===== config.mk =====
export PLATFORM = sky130hd
export DESIGN_NAME = hamming_tx_encoder
export DESIGN_NICKNAME = d
export VERILOG_FILES = /design/src/rtl/hamming_pkg.sv /design/src/rtl/hamming_tx_encoder.sv
export SDC_FILE = /design/constraint.sdc
export NUM_CORES = 1
export LEC_CHECK = 0
export ABC_CLOCK_PERIOD_IN_PS = 1900
export CAP_MARGIN = 20
export CORE_MARGIN = 1.5
export CORE_UTILIZATION = 45
export CTS_CLUSTER_DIAMETER = 60
export DETAILED_ROUTE_END_ITERATION = 7
export PLACE_DENSITY = 0.76
export SLEW_MARGIN = 40
export SYNTH_ARGS = -nofsm -noshare
export SYNTH_HDL_FRONTEND = slang
export SYNTH_SLANG_ARGS = --single-unit

===== constraint.sdc =====
create_clock -name clk -period 1.9 [get_ports clk]
set_clock_uncertainty 0.05 [all_clocks]
set_input_delay 0.38 -clock clk [delete_from_list [all_inputs] [get_ports clk]]
set_output_delay 0.38 -clock clk [all_outputs]
set_load 0.1 [all_outputs]

===== src/rtl/hamming_pkg.sv =====
// Shared [7,4] Hamming types and encode helpers used by the transmit encoder and the matching decoder.
package hamming_pkg;

  typedef logic [3:0] nibble_t;
  typedef logic [6:0] codeword_t;

  typedef enum logic [1:0] {
    IDLE = 2'd0,
    HI   = 2'd1,
    LO   = 2'd2
  } enc_state_t;

  localparam logic [2:0] INJ_NONE = 3'd7;

  // Data occupies c[6:3]; c[2:0] are the parities the decoder recomputes for its syndrome.
  function automatic codeword_t hamming74_encode(input nibble_t d);
    codeword_t c;
    c[6] = d[3];
    c[5] = d[2];
    c[4] = d[1];
    c[3] = d[0];
    c[2] = d[3] ^ d[2] ^ d[0];
    c[1] = d[3] ^ d[1] ^ d[0];
    c[0] = d[2] ^ d[1] ^ d[0];
    return c;
  endfunction

  function automatic codeword_t hamming74_inj_mask(input logic en, input logic [2:0] pos);
    codeword_t m;
    m = '0;
    if (en && (pos != INJ_NONE)) begin
      m[pos] = 1'b1;
    end
    return m;
  endfunction

endpackage


===== src/rtl/hamming_tx_encoder.sv =====
// Streaming [7,4] Hamming transmitter: one byte in, two registered codewords out (high nibble first),
// with optional single-bit error injection applied identically to both codewords of a byte.
module hamming_tx_encoder
  import hamming_pkg::*;
#(
  parameter int CNT_W = 16
) (
  input  logic             clk,
  input  logic             rst_n,
  input  logic             in_valid,
  output logic             in_ready,
  input  logic [7:0]       in_byte,
  input  logic             inj_en,
  input  logic [2:0]       inj_pos,
  output logic             out_valid,
  input  logic             out_ready,
  output logic [6:0]       out_code,
  output logic             out_last,
  output logic [CNT_W-1:0] cw_count
);

  enc_state_t       state_q, state_d;
  codeword_t        code_q, code_d;
  logic             last_q, last_d;
  nibble_t          lo_nib_q, lo_nib_d;
  logic             inj_en_q, inj_en_d;
  logic [2:0]       inj_pos_q, inj_pos_d;
  logic [CNT_W-1:0] cnt_q, cnt_d;

  codeword_t new_hi_code;
  codeword_t lo_code;
  logic      out_fire;

  assign new_hi_code = hamming74_encode(nibble_t'(in_byte[7:4])) ^ hamming74_inj_mask(inj_en, inj_pos);
  assign lo_code     = hamming74_encode(lo_nib_q) ^ hamming74_inj_mask(inj_en_q, inj_pos_q);
  assign out_fire    = (state_q != IDLE) && out_ready;

  // in_ready is gated by rst_n so nothing is accepted during a reset edge.
  always_comb begin
    in_ready = 1'b0;
    case (state_q)
      IDLE:    in_ready = rst_n;
      LO:      in_ready = rst_n & out_ready;
      default: in_ready = 1'b0;
    endcase
  end

  always_comb begin
    state_d   = state_q;
    code_d    = code_q;
    last_d    = last_q;
    lo_nib_d  = lo_nib_q;
    inj_en_d  = inj_en_q;
    inj_pos_d = inj_pos_q;
    cnt_d     = out_fire ? cnt_q + CNT_W'(1) : cnt_q;

    case (state_q)
      IDLE: begin
        if (in_valid) begin
          lo_nib_d  = nibble_t'(in_byte[3:0]);
          inj_en_d  = inj_en;
          inj_pos_d = inj_pos;
          code_d    = new_hi_code;
          last_d    = 1'b0;
          state_d   = HI;
        end
      end
      HI: begin
        if (out_ready) begin
          code_d  = lo_code;
          last_d  = 1'b1;
          state_d = LO;
        end
      end
      LO: begin
        if (out_ready && in_valid) begin
          lo_nib_d  = nibble_t'(in_byte[3:0]);
          inj_en_d  = inj_en;
          inj_pos_d = inj_pos;
          code_d    = new_hi_code;
          last_d    = 1'b0;
          state_d   = HI;
        end else if (out_ready) begin
          state_d = IDLE;
        end
      end
      default: state_d = IDLE;
    endcase
  end

  always_ff @(posedge clk) begin
    if (!rst_n) begin
      state_q   <= IDLE;
      code_q    <= '0;
      last_q    <= 1'b0;
      lo_nib_q  <= '0;
      inj_en_q  <= 1'b0;
      inj_pos_q <= '0;
      cnt_q     <= '0;
    end else begin
      state_q   <= state_d;
      code_q    <= code_d;
      last_q    <= last_d;
      lo_nib_q  <= lo_nib_d;
      inj_en_q  <= inj_en_d;
      inj_pos_q <= inj_pos_d;
      cnt_q     <= cnt_d;
    end
  end

  assign out_valid = (state_q != IDLE);
  assign out_code  = code_q;
  assign out_last  = last_q;
  assign cw_count  = cnt_q;

endmodule


Yosys cells after proc, flatten, opt, wreduce, memory -nomap -nowiden
Index checks and enable logic that the tools add are counted.
{"block": "op_classes", "add_sub_neg": 1, "n_lt_le_gt_ge": 4, "eq_ne": 8, "muxes": 29, "bitwise": 15, "reduce_logical": 13}
{"operator": "$mux W7", "count": 5}
{"operator": "$pmux W7 S3", "count": 1}
{"operator": "$add A16 B1 Y16 const B", "count": 1}
{"operator": "$xor A7 B7 Y7", "count": 2}
{"operator": "$xor A1 B1 Y1", "count": 12}
{"operator": "$ne A3 B3 Y1 const B", "count": 3}
{"operator": "$lt A3 B4 Y1 const B", "count": 2}
{"operator": "$mux W2", "count": 4}
{"operator": "$mux W4", "count": 2}
{"operator": "$pmux W4 S2", "count": 1}
{"operator": "$mux W1", "count": 7}
{"operator": "$demux W1 S3", "count": 2}
{"operator": "$ge A3 B1 Y1 const B", "count": 2}
{"operator": "$logic_and A1 B1 Y1", "count": 6}
{"operator": "$mux W3", "count": 2}
{"operator": "$ne A2 B2 Y1 const B", "count": 3}
{"operator": "$pmux W2 S3", "count": 1}
{"operator": "$pmux W3 S2", "count": 1}
{"operator": "$reduce_and A3 Y1", "count": 2}
{"operator": "$pmux W1 S2", "count": 2}
{"operator": "$reduce_and A4 Y1", "count": 1}
{"operator": "$reduce_bool A2 Y1", "count": 2}
{"operator": "$pmux W1 S3", "count": 1}
{"operator": "$reduce_bool A3 Y1", "count": 1}
{"operator": "4 further kinds", "count": 4}
{"block": "word_totals", "ff_bits": 34}

Depth between registers and ports, before layout
{"block": "logic_depth", "ltp_word": 8, "depth_mapped": 7}

Least setup slack after synthesis
Ideal clock, no wire load.
{"block": "synth_path", "path_kind": "input to output", "start": "input out_ready", "end": "output in_ready", "arrival_time_ns": 2.811, "t_required_ns": 1.470, "slack_ns": -1.341, "path_stages": 3, "path_buffers": 1, "path_cell_list": "buf_2 > nor2b_1 > nor3b_1"}
{"block": "synth_via", "elab_chain_cells": 2}
{"element": "start: declaration", "line": "hamming_tx_encoder.sv:16", "rtl": "input logic out_ready,"}
{"element": "$and A1 B1 Y1", "line": "hamming_tx_encoder.sv:43", "rtl": "LO: in_ready = rst_n & out_ready;"}
{"element": "$pmux W1 S2", "line": "hamming_tx_encoder.sv:41", "rtl": "case (state_q)"}
{"element": "end: declaration", "line": "hamming_tx_encoder.sv:11", "rtl": "output logic in_ready,"}
Every way passes these cells.

Worst setup path after layout
{"block": "layout_path", "start": "input inj_pos[1]", "end": "register code_q[2], in the netlist out_code[2]"}
{"block": "layout_via", "elab_chain_cells": 8, "word_cells_on_any_way": 12, "classes_between": "order compare: 2; eq/ne: 1; mux: 6; bitwise: 1; reduce/logical: 2"}
{"element": "start: declaration", "line": "hamming_tx_encoder.sv:14", "rtl": "input logic [2:0] inj_pos,"}
{"element": "$lt A3 B4 Y1 (implied by the code) or $ge A3 B1 Y1 (tied branches)", "line": "hamming_pkg.sv:32", "rtl": "m[pos] = 1'b1;"}
{"element": "$logic_and A1 B1 Y1 (implied by the code)", "line": "hamming_pkg.sv:32"}
{"element": "$mux W1 (implied by the code)", "line": "hamming_pkg.sv:32"}
{"element": "$demux W1 S3", "line": "hamming_pkg.sv:32"}
{"element": "$mux W7 (*)", "line": "hamming_pkg.sv:31", "rtl": "if (en && (pos != INJ_NONE)) begin"}
{"element": "$xor A7 B7 Y7 (*)", "line": "hamming_tx_encoder.sv:34", "rtl": "assign new_hi_code = hamming74_encode(nibble_t'(in_byte[7:4])) ^ hamming74_inj_mask(inj_en, inj_pos);"}
{"element": "$mux W7 (on tied branches)", "line": "hamming_tx_encoder.sv:76, hamming_tx_encoder.sv:59"}
{"element": "$pmux W7 S3 (*)", "line": "hamming_tx_encoder.sv:57", "rtl": "case (state_q)"}
{"element": "end signal: assignment", "line": "hamming_tx_encoder.sv:102", "rtl": "code_q <= code_d;"}
{"element": "end: declaration", "line": "hamming_tx_encoder.sv:23", "rtl": "codeword_t code_q, code_d;"}
Mark *: on every way between the ends. The rest lies on a longest branch, timed or not. The select of a mux whose other input is x is not followed.
A chain may end at the register's enable or synchronous reset.

==> metrics.txt <==
status=finished clean; clock transition time at the flip-flop clock pins of the worst setup and hold paths=0.07 ns; mean routed wirelength per cell=13.7 um; Final Wtd Congestion=0.805; Worst R2R Path Depth=4; All-Layer GR Usage=20.6%; DIE AREA=4520 um^2; Critical Path Start Type=input pin; diodes inserted=0; flop and latch count out of synthesis=34; die height=67.2 um; number of buffers created by CTS=5; net switching power=631 uW; Multi-input gate area=1160 um^2; number of enable flip-flop cells after synthesis=0; site row count=23; sequential-to-total area share from yosys stat=36.7%; global-route wire length before repair=6.87 mm; HP Class=flop to flop; total nets after synthesis=212; total power divided by cell area=699 nW/um^2; TritonCTS sink count=34; relative area change from synthesis to final layout=56.0%; post-synthesis cell count=195; worst slew pin tran=0.420 ns; period utilisation layout=93.2%; part of the total power dissipated in sequential elements=38.6%; starting density of the core=46.7%; die boundary width=67.2 um; Final Hold Violating Endpoints=0; H-tree depth=2; clock tree from TritonCTS=yes; predominant post-synthesis flop cell=sky130_fd_sc_hd__dfxtp_1; residual DRC count=0; Setup Slack @ Placement=-0.309 ns; total detailed-routing wirelength=4.23 mm; required time of the critical path=2.06 ns; Setup Crit Path Kind=input pin to flop; GRT Residual Overflow=0; fraction of power consumed by combinational cells=29.0%; cell at the root of the clock tree=sky130_fd_sc_hd__clkbuf_8; Avg Synthesized Cell Area=9.52 um^2; share of total power consumed by net switching=31.2%; post-route ant nets=0; Internal Pwr Total=1390 uW; distinct cell type count after synthesis=36; vias per cell=5.13; endpoints failing setup=0; quantity of I/O buffers inserted on ports=41; initial detailed-routing violation count=104; maximum VDD drop=403 uV; most frequent standard cell in the layout excluding fill and tap cells=sky130_fd_sc_hd__buf_12; area of all sequential standard cells=722 um^2; Std-Cell Core Area=3970 um^2; fraction of layout cells with a size suffix above 1=27.1%; synthesis warning total=0; I/O pin count=42; CTS Buffer Depth=2; post-layout total power=2020 uW; data arrival time of the critical path=1.93 ns; critical path endpoint category=flop; proportion of synthesized flip-flops having asynchronous set or reset=0%; pin count of the biggest net entering global routing=36; worst-path cell with the longest stage delay=sky130_fd_sc_hd__clkdlybuf4s50_1; clock insertion delay at the later pin of the skew report=0.30 ns; cell-by-cell listing of the critical path=clkdlybuf4s50_1, nor4bb_1, buf_4, xnor2_1, nor2_1, o32ai_1; final worst slack=0.128 ns; LEAKAGE=0.00115 uW; RSZ-0062 raised after global routing=no; number of fillers in the final layout=294; layout net count=274; detailed placer's ending HPWL=3.08 mm; via count of the first global-routing pass=1446; max-slew violations=0; Clock Power Share=32.4%; clock period minus final worst setup slack=1.77 ns; max-capacitance violation count=0; number of antenna violations at the first check in global routing=0; synthesized cell area=1860 um^2; via count=1579; peak clock frequency supported by timing=0.564 GHz; Worst Path Max Fanout=6; slowest cell delay on critical path=0.57 ns; Worst Hold Depth=2; DR pass1 iterations=4; commonest cells after routing, fill and taps aside=sky130_fd_sc_hd__buf_12 (27), sky130_fd_sc_hd__dfxtp_1 (23), sky130_fd_sc_hd__nor2b_1 (19), sky130_fd_sc_hd__buf_4 (19); headroom to the max-slew limit=72.0%
[cell type report]
type                       instances  area share [%]
tap                               50            2.16
timing repair buffer              62            29.1
clock buffer                       7            2.64
sequential                        34            24.9
inverter                           1           0.130
clock inverter                     1            1.04
multi-input combinational        153            39.9
[state kept, by name, summed over array words and instances (netlist names)]
| signal | count |
|---|---|
| out_code | 7 |
| cw_count | 16 |
| lo_nib_q | 4 |
| out_last | 1 |
| inj_en_q | 1 |
| state_q | 2 |
| inj_pos_q | 3 |
[logic make-up after synthesis]
family                     count (synthesis)  synth area share, %
xor gates and xnor gates                  35                 18.0
muxes                                     17                 9.17
AOI/OAI and AO/OA                         15                 5.26
buffers and inverters                      8                 1.82
adders and majority gates                  1                0.674
and+or+nand+nor                           85                 28.4
DFF                                       34                 36.7
[critical path, delay by kind of cell]
family	cells	cell delay, ns
simple gates	2	0.44
buf+inv	2	0.74
compound gates	1	0.25
xor+xnor	1	0.11
[synth_stat cells (2+ instances only)]
cell type	number	area share, %
sky130_fd_sc_hd__nor2b_1	19	6.4
sky130_fd_sc_hd__xnor3_1	2	2.4
sky130_fd_sc_hd__mux2i_1	17	9.2
sky130_fd_sc_hd__a21boi_1	3	1.2
sky130_fd_sc_hd__nand4_1	4	1.3
sky130_fd_sc_hd__nor4bb_1	6	3.2
sky130_fd_sc_hd__nand2_1	14	2.8
sky130_fd_sc_hd__buf_2	3	0.81
sky130_fd_sc_hd__nand2b_1	2	0.67
sky130_fd_sc_hd__or3_1	2	0.67
sky130_fd_sc_hd__xor2_1	16	7.6
sky130_fd_sc_hd__nand3_1	5	1.3
sky130_fd_sc_hd__o21ai_0	4	1.1
sky130_fd_sc_hd__dfxtp_1	34	37
sky130_fd_sc_hd__nand4b_1	6	2.8
sky130_fd_sc_hd__and2_1	11	3.7
sky130_fd_sc_hd__clkbuf_1	4	0.81
sky130_fd_sc_hd__nor3_2	2	1.1
sky130_fd_sc_hd__o22ai_1	2	0.67
sky130_fd_sc_hd__nor2_1	6	1.2
sky130_fd_sc_hd__xnor2_1	17	8.0
sky130_fd_sc_hd__nor4b_1	2	0.94
[power groups by stage]
stage / Sequential [uW] / Clock, uW / Combinational (uW)
CTS: 781 / 663 / 589
global placement: 795 / 0 / 575
detailed placement: 797 / 0 / 582
floorplan: 931 / 0 / 217
global route: 786 / 699 / 613
finish: 781 / 655 / 587
[routing by layer]
| layer | global-route usage, % | share of wire, % |
|---|---|---|
| met1 | 29.0 | 47 |
| met2 | 30.1 | 46 |
| met3 | 4.17 | 4.4 |
| met4 | 9.95 | 2.3 |
| met5 | 0 | 0 |
[worst paths after layout]
| check | startpoint | to | slack, ns |
|---|---|---|---|
| max | inj_pos[1] | out_code[2] | 0.13 |
| min | out_code[0] | out_code[0] | 0.45 |
| min reg2reg | out_code[0] | out_code[0] | 0.45 |
| max reg2reg | state_q[1] | cw_count[11] | 0.17 |
[metrics by stage]
stage | util, % | instance area [um^2] | TNS [ns] | instances | hold WS [ns]
after floorplan | - | 1910 | 0 | 195 | 0.452
after global placement | 69.7 | 2770 | -2.54 | 298 | 0.447
after detailed placement | 69.7 | 2770 | -2.85 | 298 | 0.447
after CTS | 72.8 | 2890 | 0 | 308 | 0.459
after global routing | 72.9 | 2890 | 0 | 308 | 0.486
final | 72.9 | 2890 | 0 | 308 | 0.455
[what timing repair did]
item,in CTS,in global routing
resized for setup,2,1
hold buffers,0,0
buffers inserted,2,0
pin swaps,1,0
setup endpoints to repair,3,4
endpoints found under the hold margin,0,0
No activity file was read; power rests on OpenSTA's default activity.
